$ cat config.mk
export PLATFORM = sky130hd
export DESIGN_NAME = cache_way_ctrl
export DESIGN_NICKNAME = d
export VERILOG_FILES = /design/src/rtl/cache_way_ctrl.sv
export SDC_FILE = /design/constraint.sdc
export NUM_CORES = 1
export LEC_CHECK = 0
export CORE_ASPECT_RATIO = 1.2
export CORE_MARGIN = 3
export CORE_UTILIZATION = 43
export DETAILED_ROUTE_END_ITERATION = 10
export PLACE_DENSITY = 0.68
export SLEW_MARGIN = 10
export SYNTH_ARGS = -nofsm -noshare
export SYNTH_HDL_FRONTEND = slang
export SYNTH_SLANG_ARGS = --single-unit
export TNS_END_PERCENT = 30
$ cat constraint.sdc
create_clock -name clk -period 5.9 [get_ports clk]
set_input_delay 1.77 -clock clk [delete_from_list [all_inputs] [get_ports clk]]
set_output_delay 1.77 -clock clk [all_outputs]
set_load 0.01 [all_outputs]
$ cat src/rtl/cache_way_ctrl.sv
// Lookup/replacement controller for a 2-way set-associative cache: tag/valid/LRU
// storage, tag compare, req/ack line fill sequencing and hit/miss statistics.
module cache_way_ctrl #(
  parameter int unsigned INDEX_BITS = 3,
  parameter int unsigned TAG_BITS   = 3,
  parameter int unsigned CNT_BITS   = 16
) (
  input  logic                           clk,
  input  logic                           rst_n,
  input  logic                           req_valid,
  output logic                           req_ready,
  input  logic [TAG_BITS+INDEX_BITS-1:0] req_addr,
  input  logic                           req_write,
  output logic                           resp_valid,
  output logic                           resp_hit,
  output logic                           way_sel,
  output logic                           data_we0,
  output logic                           data_we1,
  output logic                           mem_req,
  output logic [TAG_BITS+INDEX_BITS-1:0] mem_addr,
  input  logic                           mem_ack,
  output logic [CNT_BITS-1:0]            hit_count,
  output logic [CNT_BITS-1:0]            miss_count
);

  localparam int unsigned SETS      = 1 << INDEX_BITS;
  localparam int unsigned ADDR_BITS = TAG_BITS + INDEX_BITS;

  typedef enum logic [1:0] {IDLE, LOOKUP, FILL, RESP} state_t;

  state_t                 state_q, state_d;
  logic [ADDR_BITS-1:0]   addr_q, addr_d;
  logic                   write_q, write_d;
  logic                   req_ready_d, resp_valid_d, resp_hit_d, way_sel_d;
  logic                   mem_req_d;
  logic [ADDR_BITS-1:0]   mem_addr_d;
  logic                   hit_inc, miss_inc, install, lru_upd, lru_val;

  logic [TAG_BITS-1:0]    tag0_q [SETS];
  logic [TAG_BITS-1:0]    tag1_q [SETS];
  logic [SETS-1:0]        valid0_q, valid1_q, lru_q;

  logic [INDEX_BITS-1:0]  idx;
  logic [TAG_BITS-1:0]    tag;
  logic                   hit0, hit1, victim;

  assign idx    = addr_q[INDEX_BITS-1:0];
  assign tag    = addr_q[ADDR_BITS-1:INDEX_BITS];
  assign hit0   = valid0_q[idx] && (tag0_q[idx] == tag);
  assign hit1   = valid1_q[idx] && (tag1_q[idx] == tag);
  // Fill empty ways first; lru_q holds the way to evict next.
  assign victim = !valid0_q[idx] ? 1'b0 : (!valid1_q[idx] ? 1'b1 : lru_q[idx]);

  // Data-array strobes must coincide with the fill data beat, so they are decoded from state.
  logic fill_we, resp_we;
  assign fill_we  = (state_q == FILL) && mem_ack;
  assign resp_we  = (state_q == RESP) && write_q;
  assign data_we0 = (fill_we || resp_we) && !way_sel;
  assign data_we1 = (fill_we || resp_we) &&  way_sel;

  // Next-state and next-output decode.
  always_comb begin
    state_d    = state_q;
    addr_d     = addr_q;
    write_d    = write_q;
    way_sel_d  = way_sel;
    resp_hit_d = resp_hit;
    mem_req_d  = mem_req;
    mem_addr_d = mem_addr;
    hit_inc    = 1'b0;
    miss_inc   = 1'b0;
    install    = 1'b0;
    lru_upd    = 1'b0;
    lru_val    = lru_q[idx];
    case (state_q)
      IDLE: begin
        if (req_valid && req_ready) begin
          addr_d  = req_addr;
          write_d = req_write;
          state_d = LOOKUP;
        end
      end
      LOOKUP: begin
        if (hit0 || hit1) begin
          way_sel_d  = !hit0;
          resp_hit_d = 1'b1;
          lru_upd    = 1'b1;
          lru_val    = hit0;
          hit_inc    = 1'b1;
          state_d    = RESP;
        end else begin
          way_sel_d  = victim;
          resp_hit_d = 1'b0;
          miss_inc   = 1'b1;
          mem_req_d  = 1'b1;
          mem_addr_d = addr_q;
          state_d    = FILL;
        end
      end
      FILL: begin
        if (mem_ack) begin
          install   = 1'b1;
          lru_upd   = 1'b1;
          lru_val   = !way_sel;
          mem_req_d = 1'b0;
          state_d   = RESP;
        end
      end
      RESP: state_d = IDLE;
      default: state_d = IDLE;
    endcase
    req_ready_d  = (state_d == IDLE);
    resp_valid_d = (state_d == RESP);
  end

  // State, latched request and registered outputs.
  always_ff @(posedge clk or negedge rst_n) begin
    if (!rst_n) begin
      state_q    <= IDLE;
      addr_q     <= '0;
      write_q    <= 1'b0;
      req_ready  <= 1'b0;
      resp_valid <= 1'b0;
      resp_hit   <= 1'b0;
      way_sel    <= 1'b0;
      mem_req    <= 1'b0;
      mem_addr   <= '0;
      hit_count  <= '0;
      miss_count <= '0;
    end else begin
      state_q    <= state_d;
      addr_q     <= addr_d;
      write_q    <= write_d;
      req_ready  <= req_ready_d;
      resp_valid <= resp_valid_d;
      resp_hit   <= resp_hit_d;
      way_sel    <= way_sel_d;
      mem_req    <= mem_req_d;
      mem_addr   <= mem_addr_d;
      if (hit_inc && (hit_count != '1))
        hit_count <= hit_count + CNT_BITS'(1);
      if (miss_inc && (miss_count != '1))
        miss_count <= miss_count + CNT_BITS'(1);
    end
  end

  // Per-set tag, valid and LRU storage.
  always_ff @(posedge clk or negedge rst_n) begin
    if (!rst_n) begin
      valid0_q <= '0;
      valid1_q <= '0;
      lru_q    <= '0;
      for (int i = 0; i < SETS; i++) begin
        tag0_q[i] <= '0;
        tag1_q[i] <= '0;
      end
    end else begin
      if (install) begin
        if (way_sel) begin
          tag1_q[idx]   <= tag;
          valid1_q[idx] <= 1'b1;
        end else begin
          tag0_q[idx]   <= tag;
          valid0_q[idx] <= 1'b1;
        end
      end
      if (lru_upd)
        lru_q[idx] <= lru_val;
    end
  end

endmodule

==> results of run 1 <==
-- cell families after synthesis --
| group | Yosys count |
|---|---|
| compound gates | 44 |
| xor+xnor | 35 |
| fa+ha+maj | 7 |
| buf+inv | 31 |
| flops | 124 |
| mux | 91 |
| simple gates | 153 |
-- how the worst min path moves through the flow --
stage                 from     endpoint  slack, ps  depth (start not counted)
3_3_place_gp   valid1_q[4]  valid1_q[4]        450                          1
6_report       valid0_q[1]  valid0_q[1]        470                          1
4_1_cts        valid0_q[1]  valid0_q[1]        470                          1
3_5_place_dp   valid0_q[1]  valid0_q[1]        450                          1
5_1_grt        valid1_q[3]  valid1_q[3]        480                          1
2_1_floorplan  valid1_q[0]  valid1_q[0]        430                          1
-- sequential cells by signal, summed over array words and instances (netlist names), 2 cells and up --
signal / count
miss_count: 16
tag0_q: 24
state_q: 2
valid0_q: 8
mem_addr: 6
valid1_q: 8
addr_q: 6
tag1_q: 24
lru_q: 8
hit_count: 16
-- power groups by stage --
stage	Clock, mW	Combinational, mW	Sequential [mW]
CTS	1.09	1.25	1.40
finish	1.08	1.24	1.40
floorplan	0	0.993	1.27
detailed placement	0	1.25	1.41
global placement	0	1.22	1.40
global route	1.14	1.36	1.45
-- per-layer routing --
metal  up-vias  wire, um  global-route usage, %
met2        87      6160                   28.0
met1      1959      5640                   23.4
met5         -         0                      0
met4         0       168                   4.88
met3        15       496                   4.96
li1       1841         -                      -
-- final cells by class --
class                      count  area (um^2)
sequential                   124         3100
clock inverter                12          170
fill                        1147         6150
timing repair buffer          59          578
multi-input combinational    330         2660
clock buffer                  20          447
tap                          168          210
inverter                       9         33.8
-- worst max-delay path, delay by kind of cell --
kind	cells	cell delay (ps)
compound gates	1	100
buf+inv	2	1050
simple gates	2	460
-- cell usage in the layout, fill, tap and decap left out, types with 3 or more instances in the layout --
cell,n
xnor2_1,19
nor3_1,7
nor2_1,37
a221oi_1,3
dfrtp_1,124
o2111a_1,3
xor2_1,15
clkdlybuf4s50_1,54
o211a_1,3
nand2b_1,6
nand2_1,34
o32a_1,6
or2_2,12
clkinvlp_4,4
bufinv_16,4
inv_1,9
and3_1,7
ha_1,7
and2_1,4
buf_4,5
clkbuf_16,17
and4_1,3
o21ai_0,4
nor2b_1,4
o31a_1,3
mux2_2,68
clkinv_2,4
mux4_2,8
mux2i_1,14
nand4_1,6
o22ai_1,3
nand3_1,25
==> impl_metrics.toml, run 1 <==
[run_status]
outcome = "complete, no violations"

[floorplan]
die_w_um = 113
start_util_pct = 44.3
io_pins = 56
row_count = 46
dieArea_um2 = 15200
coreArea_um2 = 13400
die_h_um = 134

[routing]
drc_errors = 0
drtAntennaViolNets = 0
post_drt_wl_per_cell_um = 17.3
first_pass_iters = 4
via_per_inst = 5.40
finalWirelength_um = 12500
vias = 3902
drt_iter0_markers = 233

[timing]
drv_slew = 0
maxSlewHeadroom_pct = 20.2
tns_ps = 0
finalCriticalPeriod_ps = 5160
finalHoldViolCount = 0
finalSetupViolations = 0
final.period_utilization_pct = 87.4
grt_setup_unrepaired = "no"
tightest_slew_ps = 1180
max_freq_mhz = 194
skew_ps = 10.7
worst_slack_ps = 745
fin_hold_ws_ps = 466

[logic_synthesis]
synth_seq_cells = 124
yosysWarnings = 0
synth_edf_count = 0
async_flop_share_pct = 100
synthSimpleGateAreaFrac_pct = 13.2
yosysMostFrequentCell = "dfrtp_1"
synth-seq-area-share_pct = 52.5
synth_largest_area_cell = "dfrtp_1"
syn_area_um2 = 5910
ys_top_cells_by_count = "dfrtp_1 (124), mux2_2 (68), nor2_1 (37)"
synth_compound_area_share_pct = 6.31
ys.flop_type = "dfrtp_1"
synth_cell_types = 57
avgSynthCellArea_um2 = 12.2
synth_fa_ha_area_share_pct = 1.48
syn_nets = 503
synth_top_area_share_pct = 52.5
synthMuxAreaShare_pct = 18.6
synth.area.top_cells = "dfrtp_1 (52%), mux2_2 (13%), mux4_2 (3.0%)"
syn_inst = 485
synth_top_family_by_area = "multiplexers"
synthXorXnorAreaFrac_pct = 5.31

[power]
seqPwrFrac_pct = 37.7
p_int_mw = 2.46
sw_frac_of_total_pct = 33.8
power_frac_comb_pct = 33.4
peakVddDrop_mv = 0.274
p_switching_mw = 1.26
power_frac_clock_pct = 28.9
p_leak_nw = 3.29
finalPower_mw = 3.72
p_per_area_nw_per_um2 = 517

[worst_setup_path]
crit_start = "mem_ack"
arrival_ps = 3390
r2r_slack_ps = 2050
path_max_fanout = 10
start_kind = "input pin"
cp_data_required_time_ps = 4130
r2r_cells = 8
cpPeakStageDelay_ps = 540
r2r-end = "lru_q[7]"
slowest_stage = "clkdlybuf4s50_1"
crit_top_cell = "clkdlybuf4s50_1"
worstSetupEndpoint = "data_we1"
crit_chain = "clkdlybuf4s50_1, and2_1, a21oi_1, nor2_1, clkdlybuf4s50_1"
regToRegStartpoint = "addr_q[0]"
timing_worst_setup_path_type = "in2out"
worstSetupEndpointType = "output pin"

[global_route]
antenna_found_initial = 0
grt_pass1_wl_um = 21200
grt_max_degree = 76
grt_pass1_vias = 4119
grt_overflow = 0
grtUsageTotal_pct = 17.5

[cts]
cts_max_level = 4
clockBufferDepth = 2
clock_latency_ps = 410
ctsHoldBuffers = 0
postCtsSetupRepairBufs = 0
cts-root-buf = "clkbuf_16"
clk_pin_slew_ps = 50
cts_resized = 0
clkSinkCount = 124
cts_buffers = 17
cts_tree = "built"

[worst_hold_path]
hold_path_class = "reg2reg"

[layout]
area_growth_pct = 21.8
num_antenna_cells = 0
final_util_pct = 53.9
fin_cells = 722
drive_gt1_share_pct = 23.8
finalInstanceArea_um2 = 7200
fin_nets = 559

[placement]
dp.cells = 690
placed_area_um2 = 6580
gp_congestion = 0.892
hpwl_um = 8480
pre_cts_ws_ps = 752
port_buffers = 55

[flow_run]
max_cap_violations = 0
Note: power is estimated with default switching activity, not from simulation.
==> run 2, diff against run 1 <==
Settings changed: CAP_MARGIN set to 20, CORE_ASPECT_RATIO 1.2 to not set.
==> impl_metrics.toml, run 2 (same netlist as run 1, synthesis figures left out) <==
[run_status]
outcome = "complete, no violations"

[routing]
drc_errors = 0
finalWirelength_um = 12300
drtAntennaViolNets = 0
vias = 3955
post_drt_wl_per_cell_um = 17.0
first_pass_iters = 4
via_per_inst = 5.45
drt_iter0_markers = 360

[placement]
hpwl_um = 8280
gp_congestion = 0.817
port_buffers = 55

[layout]
ff_latch_area_um2 = 3100
layout_commonest_cell = "dfrtp_1"
reg_top3 = "tag0_q (24), tag1_q (24)"
mostFrequentLayoutCells = "dfrtp_1 (124), mux2_2 (68), clkdlybuf4s50_1 (54), nor2_1 (37), nand2_1 (34)"
area_growth_pct = 20.6
multi_input_area_um2 = 2660
drive_gt1_share_pct = 22.7
num_antenna_cells = 0
fin_nets = 559
fill_cells = 1146
final_util_pct = 53.4

[cts]
cts_tree = "built"
clock_latency_ps = 420
clk_pin_slew_ps = 50
cts_buffers = 17
postCtsSetupRepairBufs = 0
cts-root-buf = "clkbuf_16"
ctsHoldBuffers = 0
cts_resized = 0
cts_max_level = 4
clkSinkCount = 124
clockBufferDepth = 2

[worst_setup_path]
worstSetupEndpoint = "data_we1"
path_max_fanout = 10
worstSetupEndpointType = "output pin"
crit_start = "mem_ack"
regToRegStartpoint = "addr_q[0]"
arrival_ps = 3410
r2r_cells = 8
r2r_slack_ps = 2210
r2r-end = "lru_q[7]"
start_kind = "input pin"
timing_worst_setup_path_type = "in2out"
cp_data_required_time_ps = 4130

[timing]
tns_ps = 0
maxSlewHeadroom_pct = 24.1
finalSetupViolations = 0
grt_setup_unrepaired = "no"
skew_ps = 9.61
max_freq_mhz = 193
fin_hold_ws_ps = 463
drv_slew = 0
tightest_slew_ps = 1120
final.period_utilization_pct = 87.9
finalCriticalPeriod_ps = 5180
finalHoldViolCount = 0

[floorplan]
die_h_um = 123
row_count = 42
start_util_pct = 44.3
io_pins = 56
die_w_um = 123
coreArea_um2 = 13300
dieArea_um2 = 15200

[power]
p_leak_nw = 3.26
sw_frac_of_total_pct = 34.0
p_per_area_nw_per_um2 = 503
peakVddDrop_mv = 0.242
p_switching_mw = 1.22
seqPwrFrac_pct = 39.5
power_frac_clock_pct = 26.4
p_int_mw = 2.37
power_frac_comb_pct = 34.2

[global_route]
grt_pass1_vias = 3990
grtUsageTotal_pct = 17.9
grt_pass1_wl_um = 20600
antenna_found_initial = 0
grt_max_degree = 88
grt_overflow = 0

[flow_run]
max_cap_violations = 0

[worst_hold_path]
hold_path_class = "reg2reg"
==> run 2: cell types whose count changed in the layout (fill, tap and decap cells not counted) <==
cell	before	now
buf_6	0	1
buf_4	5	4
clkbuf_8	1	4
clkinv_2	4	1
clkbuf_1	2	5
bufinv_16	4	1
clkinvlp_4	4	0
==> run 2: critical path, cell delays in order <==
cell and delay [ps]:
clkdlybuf4s50_1 530, and2_1 360, a21oi_1 110, nor2_1 110, clkdlybuf4s50_1 540
==> run 2: final cells by class <==
cell class / instances / area share [%]
clock buffers: 26 / 7.00
clock inverters: 2 / 0.491
inverters: 9 / 0.474
multi-input cells: 330 / 37.3
flip-flops and latches: 124 / 43.5
well taps: 176 / 3.09
repair buffers: 59 / 8.16
==> run 2: through the flow <==
step	instance area, um^2	power, mW	instances	worst slack [ps]
after CTS	7130	3.63	726	711
after floorplan	5910	2.27	485	1740
final	7130	3.59	726	716
after global placement	6590	2.62	698	759
after global routing	7130	3.83	726	644
after detailed placement	6590	2.66	698	718
==> run 2: how the worst min path moves through the flow <==
stage	startpoint	endpoint	slack, ps	cells after the start
3_5_place_dp	valid0_q[2]	valid0_q[2]	450	1
2_1_floorplan	valid1_q[0]	valid1_q[0]	430	1
3_3_place_gp	valid1_q[1]	valid1_q[1]	450	1
4_1_cts	valid0_q[1]	valid0_q[1]	470	1
6_report	valid1_q[4]	valid1_q[4]	460	1
5_1_grt	valid1_q[4]	valid1_q[4]	480	1
==> run 2: routing by layer <==
metal	vias to the layer above	GRT usage [%]	wire length, um
li1	1832	-	-
met1	2017	24.5	5570
met4	0	6.71	230
met5	-	0	0
met3	20	5.95	564
met2	86	26.6	5990
==> run 2: power by group through the flow <==
stage / clock network [mW] / logic [mW] / registers (mW)
after CTS: 0.969 / 1.24 / 1.42
after global placement: 0 / 1.20 / 1.42
after global routing: 1.02 / 1.34 / 1.47
after floorplan: 0 / 0.993 / 1.27
final: 0.946 / 1.23 / 1.42
after detailed placement: 0 / 1.23 / 1.43
